File: src/rtl/uart_tx_fifo.sv
// uart_tx_fifo
// Buffered 8N1 UART transmitter. Bytes written by any byte source are queued
// in a small FIFO and sent back-to-back on the serial pin, LSB first.
//
// Ports:
//   i_clk       system clock, all state updates on the rising edge
//   i_reset     synchronous active-high reset
//   i_data_in   byte to enqueue
//   i_wr_en     enqueue request, sampled every cycle
//   o_full      FIFO holds FIFO_DEPTH entries
//   o_count     current FIFO occupancy
//   o_overflow  one-cycle pulse when a write is dropped because the FIFO is full
//   o_busy      a frame is on the line (START, DATA or STOP)
//   o_tx        registered serial output, idles high
module uart_tx_fifo #(
  parameter int CLKS_PER_BIT = 10416,
  parameter int FIFO_DEPTH   = 16
) (
  input  logic                          i_clk,
  input  logic                          i_reset,
  input  logic [7:0]                    i_data_in,
  input  logic                          i_wr_en,
  output logic                          o_full,
  output logic [$clog2(FIFO_DEPTH):0]   o_count,
  output logic                          o_overflow,
  output logic                          o_busy,
  output logic                          o_tx
);

  localparam int AW = $clog2(FIFO_DEPTH);
  localparam int CW = AW + 1;
  localparam int BW = $clog2(CLKS_PER_BIT);
  localparam logic [BW-1:0] BAUD_RELOAD = BW'(CLKS_PER_BIT - 1);

  typedef enum logic [1:0] {
    IDLE,
    START,
    DATA,
    STOP
  } state_t;

  // FIFO storage and bookkeeping
  logic [7:0]    r_mem [FIFO_DEPTH];
  logic [AW-1:0] r_wrPtr;
  logic [AW-1:0] r_rdPtr;
  logic [CW-1:0] r_count;
  logic          r_overflow;

  // Transmitter state
  state_t        r_state;
  logic [BW-1:0] r_baud;
  logic [2:0]    r_bitIdx;
  logic [7:0]    r_shift;
  logic          r_tx;

  // Next-state values from the FSM combinational process
  state_t        w_nextState;
  logic [BW-1:0] w_nextBaud;
  logic [2:0]    w_nextBitIdx;
  logic [7:0]    w_nextShift;
  logic          w_nextTx;
  logic          w_pop;

  logic          w_full;
  logic          w_wrAccept;
  logic          w_baudDone;
  logic          w_notEmpty;

  // Full is judged on the pre-edge count, so a write on a full FIFO is dropped
  // even when the transmitter pops on that same edge.
  assign w_full     = (r_count == CW'(FIFO_DEPTH));
  assign w_notEmpty = (r_count != '0);
  assign w_wrAccept = i_wr_en & ~w_full;
  assign w_baudDone = (r_baud == '0);

  // Storage is not reset; only the pointers and count define what is valid.
  always_ff @(posedge i_clk) begin
    if (w_wrAccept) begin
      r_mem[r_wrPtr] <= i_data_in;
    end
  end

  // Pointers wrap naturally because the depth is a power of two.
  always_ff @(posedge i_clk) begin
    if (i_reset) begin
      r_wrPtr    <= '0;
      r_rdPtr    <= '0;
      r_count    <= '0;
      r_overflow <= 1'b0;
    end else begin
      r_overflow <= i_wr_en & w_full;
      if (w_wrAccept) begin
        r_wrPtr <= r_wrPtr + AW'(1);
      end
      if (w_pop) begin
        r_rdPtr <= r_rdPtr + AW'(1);
      end
      case ({w_wrAccept, w_pop})
        2'b10:   r_count <= r_count + CW'(1);
        2'b01:   r_count <= r_count - CW'(1);
        default: r_count <= r_count;
      endcase
    end
  end

  // FSM state register; reset abandons any frame and forces the line high.
  always_ff @(posedge i_clk) begin
    if (i_reset) begin
      r_state  <= IDLE;
      r_baud   <= '0;
      r_bitIdx <= '0;
      r_shift  <= '0;
      r_tx     <= 1'b1;
    end else begin
      r_state  <= w_nextState;
      r_baud   <= w_nextBaud;
      r_bitIdx <= w_nextBitIdx;
      r_shift  <= w_nextShift;
      r_tx     <= w_nextTx;
    end
  end

  // FSM next-state logic. The baud counter reloads on every bit transition and
  // the bit ends when it reaches zero. The shift register moves right once per
  // data bit so the next bit to send is always at index 1 (index 0 is on the line).
  always_comb begin
    w_nextState  = r_state;
    w_nextBaud   = r_baud;
    w_nextBitIdx = r_bitIdx;
    w_nextShift  = r_shift;
    w_nextTx     = r_tx;
    w_pop        = 1'b0;
    case (r_state)
      IDLE: begin
        w_nextTx = 1'b1;
        if (w_notEmpty) begin
          w_pop       = 1'b1;
          w_nextShift = r_mem[r_rdPtr];
          w_nextTx    = 1'b0;
          w_nextBaud  = BAUD_RELOAD;
          w_nextState = START;
        end
      end
      START: begin
        if (w_baudDone) begin
          w_nextState  = DATA;
          w_nextBitIdx = 3'd0;
          w_nextTx     = r_shift[0];
          w_nextBaud   = BAUD_RELOAD;
        end else begin
          w_nextBaud = r_baud - BW'(1);
        end
      end
      DATA: begin
        if (w_baudDone) begin
          w_nextBaud = BAUD_RELOAD;
          if (r_bitIdx == 3'd7) begin
            w_nextState = STOP;
            w_nextTx    = 1'b1;
          end else begin
            w_nextBitIdx = r_bitIdx + 3'd1;
            w_nextShift  = r_shift >> 1;
            w_nextTx     = r_shift[1];
          end
        end else begin
          w_nextBaud = r_baud - BW'(1);
        end
      end
      STOP: begin
        if (w_baudDone) begin
          if (w_notEmpty) begin
            w_pop       = 1'b1;
            w_nextShift = r_mem[r_rdPtr];
            w_nextTx    = 1'b0;
            w_nextBaud  = BAUD_RELOAD;
            w_nextState = START;
          end else begin
            w_nextTx    = 1'b1;
            w_nextState = IDLE;
          end
        end else begin
          w_nextBaud = r_baud - BW'(1);
        end
      end
      default: begin
        w_nextState = IDLE;
        w_nextTx    = 1'b1;
      end
    endcase
  end

  assign o_full     = w_full;
  assign o_count    = r_count;
  assign o_overflow = r_overflow;
  assign o_busy     = (r_state != IDLE);
  assign o_tx       = r_tx;

endmodule

File: config.mk
export PLATFORM = sky130hd
export DESIGN_NAME = uart_tx_fifo
export DESIGN_NICKNAME = d
export VERILOG_FILES = /design/src/rtl/uart_tx_fifo.sv
export SDC_FILE = /design/constraint.sdc
export NUM_CORES = 1
export LEC_CHECK = 0
export CAP_MARGIN = 20
export CORE_MARGIN = 3
export CORE_UTILIZATION = 35
export CTS_CLUSTER_SIZE = 14
export DETAILED_ROUTE_END_ITERATION = 6
export GPL_TIMING_DRIVEN = 0
export SYNTH_ARGS = -nofsm -noshare
export SYNTH_HDL_FRONTEND = slang
export SYNTH_SLANG_ARGS = --single-unit
export TNS_END_PERCENT = 1
File: constraint.sdc
create_clock -name i_clk -period 8.97 [get_ports i_clk]
set_clock_uncertainty 0.15 [all_clocks]
set_input_delay 1.3455 -clock i_clk [delete_from_list [all_inputs] [get_ports i_clk]]
set_output_delay 1.3455 -clock i_clk [all_outputs]
set_load 0.05 [all_outputs]
## Word-level counts from Yosys, hierarchy flattened

Memory sizes are Yosys's and may differ from the RTL's. A register that Yosys moved wholly into a read port is not among the register bits.
Cells that the tools add are included.

- Bits of input ports: 11
- Output and inout bits: 9
- RAM bits: 128
- Flip-flop bits (word level): 42
- Memories kept: 1

- Bitwise logic cells: 3
- Reductions and logical operators: 12
- Equal/unequal tests: 13
- $add $sub $neg: 6
- Multiplexer cells: 34

Memories:

| name | depth | bits a word | read ports | clocked after Yosys merged registers in | write ports | line | RTL |
|---|---|---|---|---|---|---|---|
| r_mem | 16 | 8 | 1 | 1 | 1 | 43 | `logic [7:0] r_mem [FIFO_DEPTH];` |

Operators by type and width:

| kind | number |
|---|---|
| 2-to-1 mux 14 bit | 3 |
| case mux 14 bit (3 select lines) | 1 |
| 2-to-1 mux 8 bit | 4 |
| case mux 8 bit (3 select lines) | 1 |
| zero test 14 bit | 1 |
| subtractor 14 x 1 -> 14 bit, second input constant | 1 |
| inequality test 2 bit, second input constant | 6 |
| 2-to-1 mux 1 bit | 10 |
| 2-to-1 mux 2 bit | 5 |
| case mux 5 bit (2 select lines) | 1 |
| 2-to-1 mux 3 bit | 3 |
| adder 4 x 1 -> 4 bit, second input constant | 2 |
| 2-to-1 mux 4 bit | 2 |
| case mux 2 bit (4 select lines) | 1 |
| AND reduction 4 bit | 2 |
| == test 2 bit, second input constant | 3 |
| case mux 3 bit (2 select lines) | 1 |
| nonzero test 2 bit | 3 |
| adder 5 x 1 -> 5 bit, second input constant | 1 |
| == test 5 bit, second input constant | 1 |
| AND reduction 5 bit | 1 |
| nonzero test 5 bit | 1 |
| subtractor 5 x 1 -> 5 bit, second input constant | 1 |
| == test 2 x 1 -> 1 bit, second input constant | 2 |
| 10 further kinds | 11 |

## Depth between registers and ports, before layout

Gate-level depths: netlist of the first run.

- Depth after elaboration: 6
- Depth in mapped cells: 15

## Least setup slack after synthesis of the first run

No wires, ideal clock.

- Path kind: register -> register
- From: register r_count[1] (netlist: o_count[1])
- To: register r_count[4] (netlist: o_count[4])
- Cell stages (with the launch flop): 15
- Path slack: 5.050 ns
- Path buffers: 2
- Data arrival time: 3.647 ns
- Cells stage by stage: dfxtp_1 > clkbuf_1 > nor4_1 > a21oi_1 > o21ai_1 > inv_1 > ha_1 > clkbuf_1 > xor2_1 > ha_1 > o21ai_0 > or2b_2 > a211oi_1 > mux2i_1 > mux2_1

- Longest elaborated chain between the ends: 6

Ends and longest elaborated chain:

| item | line | RTL |
|---|---|---|
| start, declared | 46 | `logic [CW-1:0] r_count;` |
| start signal, assigned | 99 | `2'b10: r_count <= r_count + CW'(1);` |
| start signal, assigned | 100 | `2'b01: r_count <= r_count - CW'(1);` |
| start signal, assigned | 101 | `default: r_count <= r_count;` |
| nonzero test 5 bit (*) | 72 | `assign w_notEmpty = (r_count != '0);` |
| 2-to-1 mux 1 bit (*) | 136, 171 |  |
| 2-to-1 mux 1 bit | 170 | `if (w_baudDone) begin` |
| case mux 1 bit (2 select lines) (*) | 133 | `case (r_state)` |
| via w_pop | 62 | `logic w_pop;` |
| == test 2 x 1 -> 1 bit or == test 2 bit (tied branches) | 98 | `case ({w_wrAccept, w_pop})` |
| case mux 5 bit (2 select lines) or nonzero test 2 bit (tied branches) | - |  |

Mark *: on every way through the listed nets, which the timed path passes. The rest lies on a longest branch.
A chain may end at the register's enable or synchronous reset.

## Worst setup path in the final report of the first run

- From: register r_baud[4]
- To: register r_count[4] (netlist: o_count[4])

- Longest elaborated chain between the ends: 5

Ends and longest elaborated chain:

| item | line | RTL |
|---|---|---|
| start, declared | 51 | `logic [BW-1:0] r_baud;` |
| start signal, assigned | 116 | `r_baud <= w_nextBaud;` |
| zero test 14 bit (*) | 74 | `assign w_baudDone = (r_baud == '0);` |
| 2-to-1 mux 1 bit (*) | 170 |  |
| case mux 1 bit (2 select lines) (*) | 133 |  |
| via w_pop | 62 |  |
| == test 2 x 1 -> 1 bit or == test 2 bit (tied branches) | 98 |  |
| case mux 5 bit (2 select lines) or nonzero test 2 bit (tied branches) | - |  |

Marks and branches as above.

==> metrics.md, run 1 <==
| Metric | Value |
|---|---|
| Number of global-route vias before repair | 4615 |
| Multiplexer share of the synthesized area | 11.5% |
| WP data required | 9.15 ns |
| Final period util | 49.0% |
| Antenna Nets Post-Route | 0 |
| Fmax | 0.228 GHz |
| Multi-input logic area | 2580 µm² |
| Cell Area, Synth | 7530 µm² |
| Synth unique cells | 65 |
| # diodes | 0 |
| Post-Syn Nets | 559 |
| Crit Path Max Fanout | 9 |
| Final hold violation count | 0 |
| Hold_buf cts | 0 |
| DR WL met3 | 843 µm |
| CTS buffer count | 17 |
| Largest net degree at the start of global routing | 20 |
| TritonCTS clock tree | yes |
| All-Layer GR Usage | 14.2% |
| Share of the synthesized area in the top cell type | 51.1% |
| Vias per cell | 5.38 |
| RSZ-0062 raised after global routing | no |
| Top sig layer | met4 |
| Critical path's top delay family | simple AND/OR/NAND/NOR gates |
| Bufs on Longest Clock Path | 2 |
| Async SR Flop Fraction | 0% |
| Drc violations | 0 |
| Final net count | 601 |
| Iter 0 DRT Violations | 288 |
| DR WL met2 | 7720 µm |
| Post-layout min period | 4.39 ns |
| Via Count | 4633 |
| Total negative slack | 0 ns |
| Arrival @ worst endpoint | 4.57 ns |
| Root Driver | clkbuf_16 |
| Leak Pwr | 0.00282 µW |
| Clk pin slew, worst setup/hold paths | 0.08 ns |
| Share of cells above drive strength 1 | 14.8% |
| Startpoint Class | register |
| Drt wl/cell | 18.6 µm |
| Worst slew margin | 35.0% |
| Post-Synth Adder-Cell Area | 2.83% |
| Metal1 wirelength | 7120 µm |
| Slowest cell delay on critical path | 0.73 ns |
| Number of flops mapped to enable cells by yosys | 128 |
| Post-Synth Simple-Gate Area | 9.91% |
| Global-route wire length before repair | 25900 µm |
| Fin util | 41.2% |
| Filler cell count | 1929 |
| CP cell instances | or4_1 -> buf_2 -> nor4_1 -> o21ai_1 -> inv_1 -> ha_1 -> clkbuf_1 -> xor2_1 -> ha_1 -> o21ai_0 -> or2b_2 -> a211oi_1 -> mux2i_1 -> mux2_1 |
| Clock sink total | 174 |
| Primary FF master, synth | edfxtp_1 |
| Die Area | 23300 µm² |
| Yosys reg bits | 174 |
| Main combinational cell family by area after synthesis | multiplexers |
| Compound-Gate Fraction of Synth Area | 8.71% |
| Dpl hpwl | 10700 µm |
| Post CTS Setup Buffer Count | 0 |
| Max-slew violation count | 0 |
| Antenna violations before repair | 0 |
| Core box area | 21100 µm² |
| Ports | 20 |
| Area contributors post-synth | edfxtp_1 (51%), dfxtp_1 (12%), mux4_2 (9.6%), ha_1 (2.8%), nor2_1 (2.6%) |
| Max-cap violation count | 0 |
| Layout Area Growth over Synthesis | 15.4% |
| Seq/Total Area, Yosys | 63.3% |
| Hold crit path type | register to register |
| CP dominant cell by count | ha_1 |
| Crit Path Class | register to register |
| Placer Congestion | 0.859 |
| Post-synthesis instance total | 531 |
| FP Rows | 53 |
| Htree depth | 4 |
| Status | completed |
| Setup violations, final | 0 |
| Worst VDD drop | 0.119 mV |
| Synth Area in XOR/XNOR | 1.28% |
| Sequential cell area | 4760 µm² |
| Worst-margin pin slew | 0.971 ns |
| Die H | 153 µm |
| Initial Utilization | 35.7% |
| PwrDens | 308 nW/µm² |
| Worst skew pair latency | 0.43 ns |
| Die Wd | 153 µm |
| Post-cts repair resize count | 0 |
| Synth warnings | 0 |
| Synth area leader | edfxtp_1 |
| I/O Buffers | 19 |
| Overflow after GRT | 0 |
| Total wire length | 16000 µm |
| Crit path buffers/inverters | 3 |
| CP max stage cell | nor4_1 |
| DRT Pass-1 Iters | 7 |
| Syn avg cell area | 14.2 µm² |
| Critical Path Sink Type | register |
-- through the flow --
step           power, µW  hold slack (ns)  setup WS (ns)  instance area (µm²)  cells
6_report            2670            0.322           4.58                 8690    861
5_1_grt             2830            0.352           4.29                 8690    861
4_1_cts             2690            0.317           4.53                 8680    860
3_5_place_dp        1950            0.308           4.31                 8090    828
3_3_place_gp        1920            0.298           4.33                 8060    825
2_1_floorplan       1710            0.283           5.05                 7530    531
-- report_power, final --
group	switching (µW)	internal, µW
registers	54.3	937
logic	582	370
clock network	354	375
-- state kept, by name (all words and copies together), names as in the netlist, named ones only --
signal      cells
r_mem         128
r_baud         14
r_shift         8
o_count         5
r_rdPtr         4
r_wrPtr         4
r_bitIdx        3
r_state         2
o_overflow      1
o_tx            1
-- logic make-up after synthesis --
| kind of cell | after synthesis |
|---|---|
| AOI/OAI and AO/OA | 92 |
| xor gates and xnor gates | 11 |
| adders and majority gates | 17 |
| buffers and inverters | 45 |
| DFF | 174 |
| muxes | 46 |
| and+or+nand+nor | 146 |
-- layout by cell type, fill, tap and decap left out, types with 9 or more instances in the layout --
master	count
a211oi_1	19
a21oi_1	19
clkbuf_1	21
clkbuf_16	17
clkdlybuf4s50_1	19
dfxtp_1	46
edfxtp_1	128
ha_1	17
inv_1	15
mux2i_1	11
mux4_2	32
nand2_1	21
nor2_1	52
nor3_1	17
o21ai_0	9
-- path summary, 6_finish.rpt --
check,from,endpoint,slack (ns),depth (start not counted)
setup / recovery,r_baud[4],o_count[4],4.58,14
hold / removal,r_shift[7],r_shift[7],0.32,2
setup reg to reg,r_baud[4],o_count[4],4.58,14
hold reg to reg,r_shift[7],r_shift[7],0.32,2
-- layout make-up --
type                       count  area share (%)
tap                          275            3.96
buffer                        30            1.50
timing repair buffer          23            2.51
multi-input combinational    312            29.8
inverter                      15           0.648
sequential                   174            54.8
clock inverter                15            1.89
clock buffer                  17            4.90
-- worst register-to-register path: stages (launching register included) --
cell	delay, ns
dfxtp_1	0.34
or4_1	0.51
buf_2	0.18
nor4_1	0.73
o21ai_1	0.31
inv_1	0.12
ha_1	0.17
clkbuf_1	0.32
xor2_1	0.12
ha_1	0.25
o21ai_0	0.14
or2b_2	0.31
a211oi_1	0.23
mux2i_1	0.11
mux2_1	0.31
-- Yosys cell counts, types with 8 or more instances --
cell	count
a211oi_1	19
mux4_2	32
nor4_1	8
edfxtp_1	128
nor2_1	52
a21oi_1	19
nor3_1	19
nand2_1	21
ha_1	17
nand2b_1	8
nand3_1	8
clkbuf_1	21
dfxtp_1	46
o21ai_0	9
inv_1	15
mux2i_1	11
xor2_1	8
-- layer usage --
| layer | vias to the layer above | GRT usage [%] |
|---|---|---|
| met5 | - | 0 |
| met4 | 0 | 5.52 |
| li1 | 2161 | - |
| met3 | 33 | 2.87 |
| met1 | 2296 | 18.9 |
| met2 | 143 | 23.1 |
No activity file was read; power rests on OpenSTA's default activity.
==> run 2: changes to the inputs <==
Clock period 8.97 ns to 4.3 ns, I/O delays scaled along.
==> metrics.md, run 2 (synthesized netlist as in run 1, its figures left out) <==
| Metric | Value |
|---|---|
| Status | completed (unchanged) |
| Clock sink total | 174 (unchanged) |
| Crit Path Class | register to register (unchanged) |
| Leak Pwr | 0.00282 µW (about the same) |
| DRT Pass-1 Iters | 5 (was 7) |
| Post-route insts no fill | 860 (was 861) |
| Share of cells above drive strength 1 | 15.0% (was 14.8%) |
| TritonCTS clock tree | yes (unchanged) |
| Final period util | 92.6% (was 49.0%) |
| Final hold violation count | 0 (unchanged) |
| Post CTS Setup Buffer Count | 0 (unchanged) |
| # diodes | 0 (unchanged) |
| Inst Count DP | 828 (unchanged) |
| Die Wd | 153 µm (unchanged) |
| Worst slew margin | 35.2% (was 35.0%) |
| Largest register FFs | 128 (unchanged) |
| Dpl hpwl | 10700 µm (unchanged) |
| Sequential cell area | 4760 µm² (unchanged) |
| Layout Area Growth over Synthesis | 15.8% (was 15.4%) |
| Filler cell count | 1926 (was 1929) |
| Antenna Nets Post-Route | 0 (unchanged) |
| Hold crit path type | register to register (unchanged) |
| Reg with most FFs | r_mem (unchanged) |
| Met3 GRT Util | 2.87% (unchanged) |
| Bufs on Longest Clock Path | 2 (unchanged) |
| Overflow after GRT | 0 (unchanged) |
| Die H | 153 µm (unchanged) |
| Worst skew pair latency | 0.44 ns (was 0.43 ns) |
| Worst VDD drop | 0.249 mV (was 0.119 mV) |
| Post-layout min period | 3.98 ns (was 4.39 ns) |
| Global-route wire length before repair | 25800 µm (was 25900 µm) |
| Final instance area | 8710 µm² (was 8690 µm²) |
| Fin util | 41.3% (was 41.2%) |
| PwrDens | 642 nW/µm² (was 308 nW/µm²) |
| RR Endpoint | o_count[4] (unchanged) |
| Clk pin slew, worst setup/hold paths | 0.08 ns (about the same) |
| CTS buffer count | 17 (unchanged) |
| Placed Area | 8090 µm² (unchanged) |
| Vias per cell | 5.41 (was 5.38) |
| Placer Congestion | 0.859 (unchanged) |
| Multi-input logic area | 2620 µm² (was 2580 µm²) |
| Met2 Track Usage GR | 23.1% (about the same) |
| RSZ-0062 raised after global routing | no (unchanged) |
| Critical Path Sink Type | register (unchanged) |
| All-Layer GR Usage | 14.2% (about the same) |
| FF-to-FF setup slack | 0.32 ns (was 4.58 ns) |
| Crit Path Max Fanout | 9 (unchanged) |
| Setup violations, final | 0 (unchanged) |
| End of the critical path | o_count[4] (unchanged) |
| Root Driver | clkbuf_16 (unchanged) |
| Final net count | 600 (was 601) |
| WP data required | 4.48 ns (was 9.15 ns) |
| Largest net degree at the start of global routing | 20 (unchanged) |
| R2R depth | 14 (unchanged) |
| Commonest cells after routing, fill and taps aside | edfxtp_1 (128), nor2_1 (52), dfxtp_1 (46), mux4_2 (32) (unchanged) |
| Largest regs | r_mem (128), r_baud (14), r_shift (8) (unchanged) |
| Htree depth | 4 (unchanged) |
| Max-slew violation count | 0 (unchanged) |
| I/O Buffers | 19 (unchanged) |
| Drc violations | 0 (unchanged) |
| Total wire length | 16000 µm (about the same) |
| Initial Utilization | 35.7% (unchanged) |
| Number of global-route vias before repair | 4611 (was 4615) |
| Commonest non-fill, non-tap cell in the layout | edfxtp_1 (unchanged) |
| Max-cap violation count | 0 (unchanged) |
| Drt wl/cell | 18.6 µm (about the same) |
| Met1 usage | 18.8% (was 18.9%) |
| Worst-margin pin slew | 0.968 ns (was 0.971 ns) |
| Arrival @ worst endpoint | 4.16 ns (was 4.57 ns) |
| Iter 0 DRT Violations | 305 (was 288) |
| Global routing's busiest layer | met2 (unchanged) |
| Antenna violations before repair | 0 (unchanged) |
| Startpoint Class | register (unchanged) |
| FF-to-FF Start | r_baud[4] (unchanged) |
| Core box area | 21100 µm² (unchanged) |
| Via Count | 4653 (was 4633) |
| FP Rows | 53 (unchanged) |
| CP Launch Point | r_baud[4] (unchanged) |
| Die Area | 23300 µm² (unchanged) |
| Ports | 20 (unchanged) |
| Fmax | 0.251 GHz (was 0.228 GHz) |
==> run 2: report_power, final <==
group,internal (µW),switching [µW],total (µW),leakage [µW]
Clock,782,738,1520,0.000293
Sequential,1950,116,2070,0.00153
Combinational,776,1220,2000,0.000993
Total,3510,2080,5590,0.00282
==> run 2: critical path, stage by stage, from the launching register on <==
cell,delay [ns]
dfxtp_1,0.34
or4_1,0.51
buf_2,0.19
nor4_4,0.41
o21ai_1,0.23
inv_1,0.10
ha_1,0.16
clkbuf_1,0.32
xor2_1,0.12
ha_1,0.25
o21ai_0,0.13
or2b_2,0.31
a211oi_1,0.23
mux2i_1,0.11
mux2_1,0.31
==> run 2: cell type report <==
type	instances	share of cell area, %
inverter	15	0.646
buffer	30	1.49
clock inverter	15	1.88
clock buffer	17	4.88
timing repair buffer	22	2.44
tap	275	3.95
multi-input combinational	312	30.0
sequential	174	54.7
==> run 2: worst min-delay path by stage <==
stage,from,end,slack (ns),cells after the start
after floorplan,r_shift[7],r_shift[7],0.28,2
after global placement,r_shift[7],r_shift[7],0.30,2
after detailed placement,r_shift[7],r_shift[7],0.31,2
after CTS,r_shift[7],r_shift[7],0.32,2
after global routing,r_shift[7],r_shift[7],0.35,2
final,r_shift[7],r_shift[7],0.32,2
==> run 2: per-layer routing <==
metal	wire length, µm	up-vias
met1	7140	2318
li1	-	2162
met5	0	-
met2	7760	139
met4	397	0
met3	722	34
==> run 2: metrics by stage <==
step,hold WS (ns),worst slack (ns),setup TNS [ns],power (µW)
after floorplan,0.283,0.380,0,3560
after global placement,0.298,-0.0674,-0.0674,4000
after detailed placement,0.308,-0.0476,-0.0476,4070
after CTS,0.317,0.171,0,5610
after global routing,0.352,0.0221,0,5920
final,0.319,0.316,0,5590
==> run 2: what timing repair did <==
item,4_1_cts,5_1_grt
resized for setup,2,2
hold buffers,0,0
pin swaps,0,0
endpoints found under the setup margin,1,1
